===== src/rtl/console_io_pkg.sv =====
// console_io_pkg
// Shared types and sizing helpers for the console I/O bridge.
//   key_state_e  : keystroke player states
//   dump_state_e : memory drain states
//   count_w()    : width of an occupancy counter for a FIFO of given depth
//   bits_for()   : width needed to hold values 0..max_val (at least 1 bit)
package console_io_pkg;

  typedef enum logic {
    KEY_IDLE,
    KEY_HOLD
  } key_state_e;

  typedef enum logic [1:0] {
    DUMP_IDLE,
    DUMP_WAIT,
    DUMP_EMIT
  } dump_state_e;

  // Occupancy must represent 0..depth inclusive, hence one extra bit.
  function automatic int count_w(input int depth);
    return $clog2(depth) + 1;
  endfunction

  function automatic int bits_for(input int max_val);
    return (max_val < 2) ? 1 : $clog2(max_val + 1);
  endfunction

endpackage


===== src/rtl/console_key_fifo.sv =====
// console_key_fifo
// Synchronous FIFO holding host keystrokes until the player consumes them.
// Ports:
//   clk, reset      : clock, synchronous active-high reset
//   push, push_data : write request and data (ignored while full)
//   pop             : read request (ignored while empty)
//   head            : oldest stored word, valid whenever !empty
//   full, empty     : occupancy flags derived from count
//   count           : number of stored words, 0..KEY_DEPTH
module console_key_fifo
  import console_io_pkg::*;
#(
  parameter int DATA_W    = 64,
  parameter int KEY_DEPTH = 64
) (
  input  logic                           clk,
  input  logic                           reset,
  input  logic                           push,
  input  logic [DATA_W-1:0]              push_data,
  input  logic                           pop,
  output logic [DATA_W-1:0]              head,
  output logic                           full,
  output logic                           empty,
  output logic [count_w(KEY_DEPTH)-1:0]  count
);

  localparam int PTR_W = $clog2(KEY_DEPTH);
  localparam int CNT_W = count_w(KEY_DEPTH);

  logic [DATA_W-1:0] mem [KEY_DEPTH];
  logic [PTR_W-1:0]  wr_ptr;
  logic [PTR_W-1:0]  rd_ptr;
  logic              do_push;
  logic              do_pop;

  // Full is based on current occupancy only, so a same-cycle pop never
  // reopens the input.
  assign full    = (count == CNT_W'(KEY_DEPTH));
  assign empty   = (count == '0);
  assign do_push = push && !full;
  assign do_pop  = pop && !empty;
  assign head    = mem[rd_ptr];

  // NOTE: the storage array is deliberately not reset; pointers and count
  // alone decide which entries are meaningful.
  always_ff @(posedge clk) begin
    if (do_push) mem[wr_ptr] <= push_data;
  end

  // NOTE: sequential state uses non-blocking assignments so every register
  // samples pre-edge values, independent of statement order.
  always_ff @(posedge clk) begin
    if (reset) begin
      wr_ptr <= '0;
      rd_ptr <= '0;
      count  <= '0;
    end else begin
      // Power-of-two depth: pointers wrap naturally.
      if (do_push) wr_ptr <= wr_ptr + PTR_W'(1);
      if (do_pop)  rd_ptr <= rd_ptr + PTR_W'(1);
      case ({do_push, do_pop})
        2'b10:   count <= count + CNT_W'(1);
        2'b01:   count <= count - CNT_W'(1);
        default: count <= count;
      endcase
    end
  end

endmodule


===== src/rtl/console_io_bridge.sv =====
// console_io_bridge
// Host-side console bridge for the core.
//  * Keystroke path: host words are queued in a FIFO; the player presents
//    each one on active_key for exactly HOLD_CYCLES cycles, back-to-back
//    while keys are waiting, and returns active_key to 0 when idle.
//  * Dump path: drains dump_len words starting at dump_base, turning the low
//    CHAR_W bits of each read word into one character on a valid/ready
//    stream; dump_done pulses once per drain.
// Ports:
//   clk, reset                              : clock, synchronous active-high reset
//   key_in_valid/key_in_data/key_in_ready   : host keystroke input
//   key_count                               : FIFO occupancy
//   active_key                              : keyboard word seen by the core
//   dump_start/dump_base/dump_len           : drain request
//   mem_addr/mem_rdata                      : memory read port
//   char_valid/char_data/char_ready         : character output stream
//   dump_busy/dump_done                     : drain status
module console_io_bridge
  import console_io_pkg::*;
#(
  parameter int DATA_W       = 64,
  parameter int ADDR_W       = 64,
  parameter int KEY_DEPTH    = 64,
  parameter int HOLD_CYCLES  = 10,
  parameter int READ_LATENCY = 1,
  parameter int CHAR_W       = 8
) (
  input  logic                           clk,
  input  logic                           reset,
  input  logic                           key_in_valid,
  input  logic [DATA_W-1:0]              key_in_data,
  output logic                           key_in_ready,
  output logic [count_w(KEY_DEPTH)-1:0]  key_count,
  output logic [DATA_W-1:0]              active_key,
  input  logic                           dump_start,
  input  logic [ADDR_W-1:0]              dump_base,
  input  logic [ADDR_W-1:0]              dump_len,
  output logic [ADDR_W-1:0]              mem_addr,
  input  logic [DATA_W-1:0]              mem_rdata,
  output logic                           char_valid,
  output logic [CHAR_W-1:0]              char_data,
  input  logic                           char_ready,
  output logic                           dump_busy,
  output logic                           dump_done
);

  localparam int HOLD_W = bits_for(HOLD_CYCLES - 1);
  localparam int LAT_W  = bits_for(READ_LATENCY - 1);
  localparam logic [HOLD_W-1:0] HOLD_INIT = HOLD_W'(HOLD_CYCLES - 1);
  localparam logic [LAT_W-1:0]  LAT_INIT  = LAT_W'(READ_LATENCY - 1);

  // ---------------- keystroke path ----------------
  key_state_e        key_state;
  logic [HOLD_W-1:0] hold_cnt;
  logic [DATA_W-1:0] key_head;
  logic              key_full;
  logic              key_empty;
  logic              key_pop;

  // The player takes a new key when idle, or on the last cycle of the
  // current hold so consecutive keys abut with no gap.
  assign key_pop      = !key_empty && ((key_state == KEY_IDLE) || (hold_cnt == '0));
  assign key_in_ready = !key_full;

  console_key_fifo #(
    .DATA_W    (DATA_W),
    .KEY_DEPTH (KEY_DEPTH)
  ) u_key_fifo (
    .clk       (clk),
    .reset     (reset),
    .push      (key_in_valid),
    .push_data (key_in_data),
    .pop       (key_pop),
    .head      (key_head),
    .full      (key_full),
    .empty     (key_empty),
    .count     (key_count)
  );

  always_ff @(posedge clk) begin : key_player
    if (reset) begin
      key_state  <= KEY_IDLE;
      hold_cnt   <= '0;
      active_key <= '0;
    end else begin
      case (key_state)
        KEY_IDLE: begin
          if (!key_empty) begin
            active_key <= key_head;
            hold_cnt   <= HOLD_INIT;
            key_state  <= KEY_HOLD;
          end
        end
        KEY_HOLD: begin
          if (hold_cnt != '0) begin
            hold_cnt <= hold_cnt - HOLD_W'(1);
          end else if (!key_empty) begin
            active_key <= key_head;
            hold_cnt   <= HOLD_INIT;
          end else begin
            active_key <= '0;
            key_state  <= KEY_IDLE;
          end
        end
        default: key_state <= KEY_IDLE;
      endcase
    end
  end

  // ---------------- memory dump path ----------------
  dump_state_e       dump_state;
  logic [ADDR_W-1:0] remaining;
  logic [LAT_W-1:0]  lat_cnt;

  // Only the low CHAR_W bits of a word form a character.
  logic unused_rdata_hi;
  assign unused_rdata_hi = ^mem_rdata[DATA_W-1:CHAR_W];

  always_ff @(posedge clk) begin : dump_engine
    if (reset) begin
      dump_state <= DUMP_IDLE;
      mem_addr   <= '0;
      remaining  <= '0;
      lat_cnt    <= '0;
      char_valid <= 1'b0;
      char_data  <= '0;
      dump_busy  <= 1'b0;
      dump_done  <= 1'b0;
    end else begin
      // dump_done is a pulse: cleared every cycle unless re-asserted below.
      dump_done <= 1'b0;
      case (dump_state)
        DUMP_IDLE: begin
          if (dump_start) begin
            if (dump_len != '0) begin
              mem_addr   <= dump_base;
              remaining  <= dump_len;
              lat_cnt    <= LAT_INIT;
              dump_busy  <= 1'b1;
              dump_state <= DUMP_WAIT;
            end else begin
              dump_done <= 1'b1;
            end
          end
        end
        DUMP_WAIT: begin
          if (lat_cnt != '0) begin
            lat_cnt <= lat_cnt - LAT_W'(1);
          end else begin
            char_data  <= mem_rdata[CHAR_W-1:0];
            char_valid <= 1'b1;
            dump_state <= DUMP_EMIT;
          end
        end
        DUMP_EMIT: begin
          if (char_ready) begin
            char_valid <= 1'b0;
            if (remaining > ADDR_W'(1)) begin
              mem_addr   <= mem_addr + ADDR_W'(1);
              remaining  <= remaining - ADDR_W'(1);
              lat_cnt    <= LAT_INIT;
              dump_state <= DUMP_WAIT;
            end else begin
              dump_busy  <= 1'b0;
              dump_done  <= 1'b1;
              dump_state <= DUMP_IDLE;
            end
          end
        end
        default: dump_state <= DUMP_IDLE;
      endcase
    end
  end

endmodule


===== config.mk =====
export PLATFORM = sky130hd
export DESIGN_NAME = console_io_bridge
export DESIGN_NICKNAME = d
export VERILOG_FILES = /design/src/rtl/console_io_pkg.sv /design/src/rtl/console_key_fifo.sv /design/src/rtl/console_io_bridge.sv
export SDC_FILE = /design/constraint.sdc
export NUM_CORES = 2
export LEC_CHECK = 0
export CORE_UTILIZATION = 25
export CTS_CLUSTER_DIAMETER = 50
export DETAILED_ROUTE_END_ITERATION = 16
export SYNTH_ARGS = -nofsm -noshare
export SYNTH_HDL_FRONTEND = slang
export SYNTH_SLANG_ARGS = --single-unit

===== constraint.sdc =====
create_clock -name clk -period 4.97 [get_ports clk]
set_input_delay 0.497 -clock clk [delete_from_list [all_inputs] [get_ports clk]]
set_output_delay 0.497 -clock clk [all_outputs]
set_load 0.05 [all_outputs]

==> metrics.txt <==
Cell Chain, Critical Path or4_1 -> nor4_2 -> nor2_1 -> buf_4 -> ha_1 -> ha_1 -> nor2b_1 -> o21ai_0 -> nand2b_1 -> a21o_1 -> a21oi_1 -> mux2i_1 -> mux2_2; top-count cell post-synth edfxtp_1; static leakage 0.0593 uW; final worst path period share 82.1%; die width 821 um; synth warn 0; Hold WS 0.0912 ns; die extent in y 821 um; die area 0.674 sq mm; Internal Dissipation 66700 uW; Layout area overhead 18.7%; RSZ-0062 raised after global routing no; Post-DP HPWL 280 mm; Seq cells post-synth 4331; Root Driver clkbuf_16; Num CTS Buffers 432; Synth top area share 73.3%; final worst slack 0.891 ns; Worst EP required 5.83 ns; Register-to-Register Path Depth 13; Setup Viol. Count Final 0; hold depth 3; Synth area leaders edfxtp_1 (73%), mux4_2 (11%), mux2i_1 (3.8%); Place WS 0.836 ns; Routed Antenna Nets 0; Routed wire per std cell 27.6 um; number of enable flip-flop cells after synthesis 4096; clock share of power 35.4%; Skew-Pair Late Insertion Delay 1.01 ns; post-route insts no fill 18.4k; initial drt markers 12.2k; Setup CP Type register to register; initial antenna violation count 69; core area 0.668 sq mm; Net Sw Frac 27.9%; Net Count, Synth 8801; startpoint types register; Sequential Power Share 44.5%; PwrDens 464 mW/mm^2; Max Clock Skew 0.0662 ns; Worst Hold Class primary input to register; Worst slew margin 15.9%; mapped cell area 0.168 sq mm; initial core utilization 25.1%; IO Count 408; Max VDD drop 0.379 mV; CP Data Arrival Time 4.94 ns; RePlAce Congestion 0.840; post-layout util 29.8%; routed via count 90.4k; status finished clean; P_sw 25800 uW; final worst path period need 4.08 ns; setup bufs post-CTS 0; post-synth top area cell edfxtp_1; largest net degree at the start of global routing 175; slew at the pin closest to its max-slew limit 1.26 ns; vias per cell 4.91; H-tree levels 5; global-route wire length before repair 703 mm; Mean Syn Cell Area 19.7 sq um; most frequent cells after synthesis edfxtp_1 (4096), mux4_2 (833), mux2i_1 (645), clkbuf_1 (328), nor2_1 (317); Max Slew Vio Count 0; R2R setup slack 0.89 ns; final hold vios 0; DP Cell Count 17.6k; most used cell along the critical path ha_1; slowest CP cell or4_1; FMAX 0.245 GHz; clock sink total 4331; Max Buffers Root-to-Sink 4; DR DRC count 0; buffers added on ports 351; CTS tree done; max_cap viols 0; Logic pwr share 20.1%; overflow left after global routing 0; sequential share of the synthesized area 76.1%; max incr delay on CP 0.59 ns; Rows 300; Clock transition at path regs 0.05 ns; fin nets 9372; share of post-route cells with drive strength above 1 20.5%; post-synth cell types 75; CP endpoint kind register; ys flop type edfxtp_1; gr usage total 14.4%; vias in the first global route 87.6k; TritonRoute pass-1 iters 5; CP max FO 7; synthesized instance count 8527; Async SR Flop Fraction 0%; WL final 508 mm
registers in the layout, summed over array words and instances, names as in the netlist, named ones only:
name	count
active_key	64
char_data	8
char_valid	1
dump_busy	1
dump_done	1
dump_state	2
hold_cnt	4
key_state	1
mem_addr	64
remaining	64
u_key_fifo.count	7
u_key_fifo.mem	4096
u_key_fifo.rd_ptr	6
u_key_fifo.wr_ptr	6
path summary, 6_finish.rpt:
| check | from | end |
|---|---|---|
| max | u_key_fifo.count[0]$_SDFFE_PP0P_ | u_key_fifo.count[6]$_SDFFE_PP0P_ |
| min | mem_rdata[6] | char_data[6]$_SDFFE_PP0P_ |
| max reg2reg | u_key_fifo.count[0]$_SDFFE_PP0P_ | u_key_fifo.count[6]$_SDFFE_PP0P_ |
| min reg2reg | active_key[59]$_SDFFE_PP0P_ | active_key[59]$_SDFFE_PP0P_ |
critical path: cells and delay by family (launching register included):
family,cells,cell delay [ns]
AO/OA/AOI/OAI,3,0.59
adder cells (fa/ha/maj),2,0.68
buffers and inverters,1,0.21
flip-flops,1,0.35
multiplexers,2,0.58
AND/OR/NAND/NOR,5,1.54
power groups by stage:
stage                     Combinational, uW  Sequential (uW)  Clock, uW
after floorplan                       11700            42600          0
after global placement                18900            41900          0
after detailed placement              18800            41900          0
after CTS                             18900            41100      33200
after global routing                  19900            41200      34600
final                                 18600            41100      32800
stage by stage:
stage | total power, uW | area, sq um | TNS, ns
finish | 92500 | 199000 | 0
global route | 95600 | 199000 | 0
CTS | 93200 | 199000 | 0
detailed placement | 60700 | 185000 | 0
global placement | 60800 | 185000 | 0
floorplan | 54300 | 168000 | -855.29
cells in the final DEF (no fill, tap or decap), types with 82 or more instances in the layout:
| cell type | instances |
|---|---|
| edfxtp_1 | 4096 |
| mux4_2 | 833 |
| mux2i_1 | 645 |
| clkbuf_16 | 435 |
| a21oi_1 | 301 |
| clkdlybuf4s50_1 | 284 |
| nand2_1 | 280 |
| o221ai_1 | 255 |
| nor2_1 | 252 |
| dfxtp_1 | 230 |
| o22ai_1 | 199 |
| o21ai_0 | 190 |
| buf_12 | 149 |
| buf_4 | 148 |
| clkbuf_1 | 95 |
| clkinv_1 | 82 |
logic make-up after synthesis:
family / count (synthesis) / synth area share [%]
AOI/OAI and AO/OA: 1249 / 4.93
xor gates and xnor gates: 13 / 0.0679
adders and majority gates: 13 / 0.101
buffers and inverters: 537 / 1.27
DFF: 4331 / 76.1
muxes: 1479 / 15.0
and+or+nand+nor: 905 / 2.46
timing repair:
| item | 4_1_cts | 5_1_grt |
|---|---|---|
| hold buffers | 8 | 0 |
| resized for setup | 0 | 0 |
| hold endpoints to repair | 19 | 0 |
final cells by class:
| cell class | count | area, sq um |
|---|---|---|
| Clock buffer | 569 | 11800 |
| Tap cell | 8909 | 11100 |
| Fill cell | 64500 | 469000 |
| Clock inverter | 244 | 2490 |
| Inverter | 20 | 82.6 |
| Timing Repair Buffer | 654 | 7350 |
| Antenna cell | 20 | 50.0 |
| Sequential cell | 4331 | 128000 |
| Multi-Input combinational cell | 3659 | 38500 |
metal layers:
metal / up-vias / track usage, % / routed length (um) / part of all wire (%)
li1: 36900 / - / - / -
met1: 48300 / 19.8 / 209000 / 41
met2: 4437 / 23.7 / 242000 / 48
met3: 848 / 2.24 / 41500 / 8.2
met4: 6 / 4.14 / 15500 / 3.1
met5: - / 0 / 43 / 0.0085
(Power assumes the default switching activity.)
